--- config.mk ---
export PLATFORM = sky130hd
export DESIGN_NAME = alu_mc
export DESIGN_NICKNAME = d
export VERILOG_FILES = /design/src/rtl/alu_mc_pkg.sv /design/src/rtl/alu_bit_slice.sv /design/src/rtl/alu_mc.sv
export SDC_FILE = /design/constraint.sdc
export NUM_CORES = 1
export LEC_CHECK = 0
export CORE_ASPECT_RATIO = 1.75
export CORE_MARGIN = 2
export CORE_UTILIZATION = 60
export DETAILED_ROUTE_END_ITERATION = 10
export PLACE_DENSITY_LB_ADDON = 0.12
export SLEW_MARGIN = 10
export SYNTH_ARGS = -nofsm -noshare
export SYNTH_HDL_FRONTEND = slang
export SYNTH_SLANG_ARGS = --single-unit
--- constraint.sdc ---
create_clock -name clk -period 12.2 [get_ports clk]
set_input_delay 3.05 -clock clk [delete_from_list [all_inputs] [get_ports clk]]
set_output_delay 3.05 -clock clk [all_outputs]
set_load 0.01 [all_outputs]
--- src/rtl/alu_mc_pkg.sv ---
// Shared opcode, slice-operation and FSM definitions for the multi-cycle ALU.
// The classification helpers decide which flags an opcode is allowed to report.
package alu_mc_pkg;

    localparam logic [3:0] OP_AND  = 4'b0000;
    localparam logic [3:0] OP_OR   = 4'b0001;
    localparam logic [3:0] OP_ADD  = 4'b0010;
    localparam logic [3:0] OP_SUB  = 4'b0110;
    localparam logic [3:0] OP_SLT  = 4'b0111;
    localparam logic [3:0] OP_NOR  = 4'b1100;
    localparam logic [3:0] OP_NAND = 4'b1101;
    localparam logic [3:0] OP_MUL  = 4'b1000;

    localparam logic [1:0] SL_AND  = 2'b00;
    localparam logic [1:0] SL_OR   = 2'b01;
    localparam logic [1:0] SL_ADD  = 2'b10;
    localparam logic [1:0] SL_LESS = 2'b11;

    typedef enum logic [0:0] {
        ST_IDLE = 1'b0,
        ST_MUL  = 1'b1
    } state_t;

    function automatic logic op_is_single(input logic [3:0] op);
        case (op)
            OP_AND, OP_OR, OP_ADD, OP_SUB, OP_SLT, OP_NOR, OP_NAND: return 1'b1;
            default: return 1'b0;
        endcase
    endfunction

    function automatic logic op_has_carry(input logic [3:0] op);
        case (op)
            OP_ADD, OP_SUB, OP_SLT: return 1'b1;
            default: return 1'b0;
        endcase
    endfunction

    function automatic logic op_has_ovf(input logic [3:0] op);
        case (op)
            OP_ADD, OP_SUB: return 1'b1;
            default: return 1'b0;
        endcase
    endfunction

endpackage

--- src/rtl/alu_bit_slice.sv ---
// One-bit ALU cell: optional operand inversion, AND/OR/full-add/less select.
// 'set' exposes the raw sum so the chain can be reused as a plain adder.
module alu_bit_slice
    import alu_mc_pkg::*;
(
    input  logic       src1,
    input  logic       src2,
    input  logic       less,
    input  logic       a_invert,
    input  logic       b_invert,
    input  logic       cin,
    input  logic [1:0] operation,
    output logic       result,
    output logic       cout,
    output logic       set
);

    logic w_a;
    logic w_b;

    assign w_a  = src1 ^ a_invert;
    assign w_b  = src2 ^ b_invert;
    assign set  = w_a ^ w_b ^ cin;
    assign cout = (w_a & w_b) | (w_a & cin) | (w_b & cin);

    // Operation select for the cell output
    always_comb begin
        result = 1'b0;
        case (operation)
            SL_AND:  result = w_a & w_b;
            SL_OR:   result = w_a | w_b;
            SL_ADD:  result = set;
            SL_LESS: result = less;
            default: result = 1'b0;
        endcase
    end

endmodule

--- src/rtl/alu_mc.sv ---
// Multi-cycle ALU: slice-chain datapath shared between single-cycle ops and an
// iterative shift-add multiplier, with valid/ready handshakes and a registered result.
module alu_mc
    import alu_mc_pkg::*;
#(
    parameter int WIDTH = 8,
    parameter int CNT_W = 4
) (
    input  logic             clk,
    input  logic             rst_n,
    input  logic             in_valid,
    output logic             in_ready,
    input  logic [WIDTH-1:0] src1,
    input  logic [WIDTH-1:0] src2,
    input  logic [3:0]       alu_ctrl,
    output logic             out_valid,
    input  logic             out_ready,
    output logic [WIDTH-1:0] result,
    output logic             zero,
    output logic             cout,
    output logic             overflow,
    output logic             busy
);

    state_t           r_state;
    state_t           w_state_nxt;
    logic [WIDTH-1:0] r_mcand;
    logic [WIDTH-1:0] r_mplier;
    logic [WIDTH-1:0] r_prod;
    logic [CNT_W-1:0] r_cnt;
    logic [WIDTH-1:0] r_result;
    logic             r_zero;
    logic             r_cout;
    logic             r_ovf;
    logic             r_out_valid;

    logic [WIDTH-1:0] w_a;
    logic [WIDTH-1:0] w_b;
    logic [3:0]       w_ctrl;
    logic [WIDTH-1:0] w_res;
    logic [WIDTH-1:0] w_set;
    logic             w_msb_cin;
    logic             w_msb_cout;
    logic             w_ovf_raw;
    logic             w_less;
    logic [WIDTH-1:0] w_prod_nxt;
    logic             w_accept;
    logic             w_start_mul;
    logic             w_load;
    logic [WIDTH-1:0] w_res_nxt;
    logic             w_cout_nxt;
    logic             w_ovf_nxt;

    assign in_ready  = (r_state == ST_IDLE) && !r_out_valid;
    assign w_accept  = in_valid && in_ready;
    assign out_valid = r_out_valid;
    assign result    = r_result;
    assign zero      = r_zero;
    assign cout      = r_cout;
    assign overflow  = r_ovf;
    assign busy      = (r_state == ST_MUL);

    // While multiplying, the slice chain is borrowed as the accumulator adder
    always_comb begin
        if (r_state == ST_MUL) begin
            w_a    = r_prod;
            w_b    = r_mcand;
            w_ctrl = OP_ADD;
        end else begin
            w_a    = src1;
            w_b    = src2;
            w_ctrl = alu_ctrl;
        end
    end

    for (genvar i = 0; i < WIDTH; i++) begin : g_slice
        logic w_ci;
        logic w_co;
        logic w_lss;
        if (i == 0) begin : g_lsb
            assign w_ci  = w_ctrl[2];
            assign w_lss = w_less;
        end else begin : g_upper
            assign w_ci  = g_slice[i-1].w_co;
            assign w_lss = 1'b0;
        end
        alu_bit_slice u_slice (
            .src1      (w_a[i]),
            .src2      (w_b[i]),
            .less      (w_lss),
            .a_invert  (w_ctrl[3]),
            .b_invert  (w_ctrl[2]),
            .cin       (w_ci),
            .operation (w_ctrl[1:0]),
            .result    (w_res[i]),
            .cout      (w_co),
            .set       (w_set[i])
        );
    end

    assign w_msb_cin  = g_slice[WIDTH-1].w_ci;
    assign w_msb_cout = g_slice[WIDTH-1].w_co;
    assign w_ovf_raw  = w_msb_cin ^ w_msb_cout;
    // Signed less-than: MSB sum corrected by overflow
    assign w_less     = w_set[WIDTH-1] ^ w_ovf_raw;
    assign w_prod_nxt = r_mplier[0] ? w_set : r_prod;

    // Next-state and output-register load decisions
    always_comb begin
        w_state_nxt = r_state;
        w_start_mul = 1'b0;
        w_load      = 1'b0;
        w_res_nxt   = '0;
        w_cout_nxt  = 1'b0;
        w_ovf_nxt   = 1'b0;
        case (r_state)
            ST_IDLE: begin
                if (w_accept) begin
                    if (alu_ctrl == OP_MUL) begin
                        w_start_mul = 1'b1;
                        w_state_nxt = ST_MUL;
                    end else begin
                        w_load = 1'b1;
                        if (op_is_single(alu_ctrl)) begin
                            w_res_nxt  = w_res;
                            w_cout_nxt = op_has_carry(alu_ctrl) ? w_msb_cout : 1'b0;
                            w_ovf_nxt  = op_has_ovf(alu_ctrl) ? w_ovf_raw : 1'b0;
                        end else begin
                            w_res_nxt = '0;
                        end
                    end
                end else begin
                    w_state_nxt = ST_IDLE;
                end
            end
            ST_MUL: begin
                if (r_cnt == CNT_W'(1)) begin
                    w_load      = 1'b1;
                    w_res_nxt   = w_prod_nxt;
                    w_state_nxt = ST_IDLE;
                end else begin
                    w_state_nxt = ST_MUL;
                end
            end
            default: w_state_nxt = ST_IDLE;
        endcase
    end

    // FSM state register
    always_ff @(posedge clk or negedge rst_n) begin
        if (!rst_n) begin
            r_state <= ST_IDLE;
        end else begin
            r_state <= w_state_nxt;
        end
    end

    // Multiplier operand, partial product and step counter
    always_ff @(posedge clk or negedge rst_n) begin
        if (!rst_n) begin
            r_mcand  <= '0;
            r_mplier <= '0;
            r_prod   <= '0;
            r_cnt    <= '0;
        end else if (w_start_mul) begin
            r_mcand  <= src1;
            r_mplier <= src2;
            r_prod   <= '0;
            r_cnt    <= CNT_W'(WIDTH);
        end else if (r_state == ST_MUL) begin
            r_mcand  <= r_mcand << 1;
            r_mplier <= r_mplier >> 1;
            r_prod   <= w_prod_nxt;
            r_cnt    <= r_cnt - CNT_W'(1);
        end
    end

    // Output register: loads on completion, holds until the consumer takes it
    always_ff @(posedge clk or negedge rst_n) begin
        if (!rst_n) begin
            r_result    <= '0;
            r_zero      <= 1'b0;
            r_cout      <= 1'b0;
            r_ovf       <= 1'b0;
            r_out_valid <= 1'b0;
        end else if (w_load) begin
            r_result    <= w_res_nxt;
            r_zero      <= (w_res_nxt == '0);
            r_cout      <= w_cout_nxt;
            r_ovf       <= w_ovf_nxt;
            r_out_valid <= 1'b1;
        end else if (r_out_valid && out_ready) begin
            r_out_valid <= 1'b0;
        end
    end

endmodule

==> results.toml <==
[run_status]
status = "finished, final reports clean"

[timing]
slew_headroom_pct = 38.9
setup_ws_ps = 4000
slew_violations = 0
hold_violations = 0
setup_violations = 0
whs_ps = 487
rsz0062_at_grt = "no"
worst_pin_slew_ps = 917
period_share_pct = 67.3
fmaxAchievable_mhz = 122
fin_skew_ps = 4.30
period_minus_slack_ps = 8200
setup_tns_ps = 0

[critical_path]
crit_fanout = 14
critPathKind = "primary input to register"
cp.required_ps = 12400
endpoint_kind = "register"
startpoint_type = "primary input"
critPathArrivalTime_ps = 8400

[placement]
dpl_worst_slack_ps = 3720
dp_hpwl_microns = 4980
port-buffer-count = 37
routabilityCongestion = 0.936

[run]
maxCapViolations = 0

[grt]
grt_max_degree = 61
grt_pass1_wl_microns = 11500
grt_pass1_vias = 2486
grt_overflow = 0
track_usage_pct = 26.2
antenna_found_initial = 0

[synth]
synth-edff-count = 0
yosys_most_used_dff = "dfrtp_1"
yosysTopAreaCellShare_pct = 34.2
synth_top_area_cell = "dfrtp_1"
synthTopCellsByArea = "dfrtp_1 (34%), ha_1 (7.1%), nand2_1 (6.9%)"
synth-seq-cells = 41
yosysWarningCount = 0
synth_fp_nets = 400
syn_area_per_cell_sq_um = 8.53
ys_seq_area_share_pct = 34.2
syn_inst = 352
synthArstFlopShare_pct = 100
mappedNetlistArea_sq_um = 3000
synth.distinct_cells = 51

[die]
die_x_microns = 57.5
fp.dieH_microns = 97.6
core_area_sq_um = 4890
die_area_sq_um = 5610
rows = 34
pin_count = 38
initial_core_util_pct = 61.4

[finish]
final_util_pct = 70.2
layout_common_cells = "nand2_1 (55), dfrtp_1 (41), clkdlybuf4s50_1 (36)"
layout.nets = 424
diodes = 0
drive_gt1_share_pct = 3.72
final_common_cell = "nand2_1"
syn2layout_area_growth_pct = 14.3

[power_and_ir_drop]
ir_drop_uv = 241
p_sw_uw = 366
p_sw_share_pct = 45.9
power.internal_uw = 431
p_per_area_nw_per_um2 = 232
comb_power_share_pct = 58.7
power_frac_clock_pct = 11.5
seq_power_share_pct = 29.8
p_leak_nw = 1.53

[clocking]
cts_num_sinks = 41
holdBufCountCts = 0
clkTransAtPathRegs_ps = 80
cts_tree = "built"
post_cts_buffers = 0
cts_htree_levels = 2
worstSkewPairLatency_ps = 290
cts_inserted_buffers = 5
clockBufferDepth = 2
cts_resized = 0
clockRootBuffer = "clkbuf_8"

[route]
antenna_left = 0
drt_iter0_drc = 159
drtPass1Iterations = 4
drt-total-wl_microns = 6880
routedWlPerCell_microns = 16.0
post_drt_via_cell_ratio = 5.88
drc = 0
vias = 2530

[worst_hold_path]
holdCritPathClass = "register to register"
per-stage QoR:
step	instance area, sq um	cells	total power, mW
after floorplan	3000	352	0.569
after global placement	3350	423	0.686
after detailed placement	3350	423	0.702
after CTS	3430	430	0.795
after global routing	3430	430	0.861
final	3430	430	0.797
cell type report:
cell class | instances | area (sq um)
flip-flops and latches | 41 | 1030
clock buffers | 7 | 86.3
inverters | 24 | 90.1
fillers | 412 | 1460
repair buffers | 38 | 373
multi-input cells | 266 | 1790
well taps | 54 | 67.6
critical path, cell delays in order:
cell and delay [ps]:
clkdlybuf4s50_1 910, xor2_1 320, a311oi_4 160, maj3_1 420, fa_1 410, fa_1 400
fa_1 390, fa_1 400, fa_1 450, fa_1 540, mux2i_1 120, o41ai_1 450
o211ai_1 170, o41ai_2 210
state kept, by name (all words and copies together) (netlist names):
| register | count |
|---|---|
| zero | 1 |
| busy | 1 |
| r_mcand | 8 |
| r_cnt | 4 |
| overflow | 1 |
| r_prod | 8 |
| result | 8 |
| cout | 1 |
| r_mplier | 8 |
| out_valid | 1 |
logic make-up (layout without fill, tap and decap cells):
group                    Yosys count  after routing  synth area share, %
buffers and inverters             45             69                 6.25
adder cells (fa/ha/maj)           25             25                 12.1
XOR/XNOR                          21             21                 6.12
AND/OR/NAND/NOR                  121            121                 18.5
multiplexers                      10             10                 3.38
AO/OA/AOI/OAI                     89             89                 19.5
flip-flops                        41             41                 34.2
metal layers:
| layer | part of all wire [%] | GRT usage [%] |
|---|---|---|
| met4 | 4.1 | 12.7 |
| met5 | 0 | 0 |
| met3 | 4.7 | 3.06 |
| met1 | 41 | 32.2 |
| met2 | 50 | 44.3 |
power by group through the flow:
| stage | combinational, mW | sequential [mW] | clock, mW |
|---|---|---|---|
| after floorplan | 0.337 | 0.232 | 0 |
| after global placement | 0.450 | 0.236 | 0 |
| after detailed placement | 0.464 | 0.238 | 0 |
| after CTS | 0.467 | 0.236 | 0.0931 |
| after global routing | 0.521 | 0.243 | 0.0963 |
| final | 0.467 | 0.237 | 0.0916 |
cells in the mapped netlist (all sizes together) (4+ instances only):
| cell type | instances |
|---|---|
| nand2b | 9 |
| a21oi | 23 |
| clkbuf | 10 |
| mux2i | 9 |
| nand2 | 55 |
| ha | 17 |
| xor2 | 5 |
| a22oi | 7 |
| a31oi | 8 |
| nor3 | 4 |
| xnor2 | 16 |
| o22ai | 4 |
| nor2 | 28 |
| dfrtp | 41 |
| and2 | 4 |
| o21ai | 22 |
| inv | 24 |
| nand3 | 6 |
| fa | 7 |
| buf | 11 |
path summary, 6_finish.rpt:
kind                             start           to  slack, ps  cells past startpoint
max in group asynchronous        rst_n  r_mplier[4]       8750                      1
max reg2reg                       busy         zero       6650                     14
max                        alu_ctrl[3]         zero       4000                     14
min                        r_mplier[4]  r_mplier[4]        490                      2
min reg2reg                r_mplier[4]  r_mplier[4]        490                      2
min in group asynchronous        rst_n    out_valid       2880                      1
No activity file was read; power rests on OpenSTA's default activity.
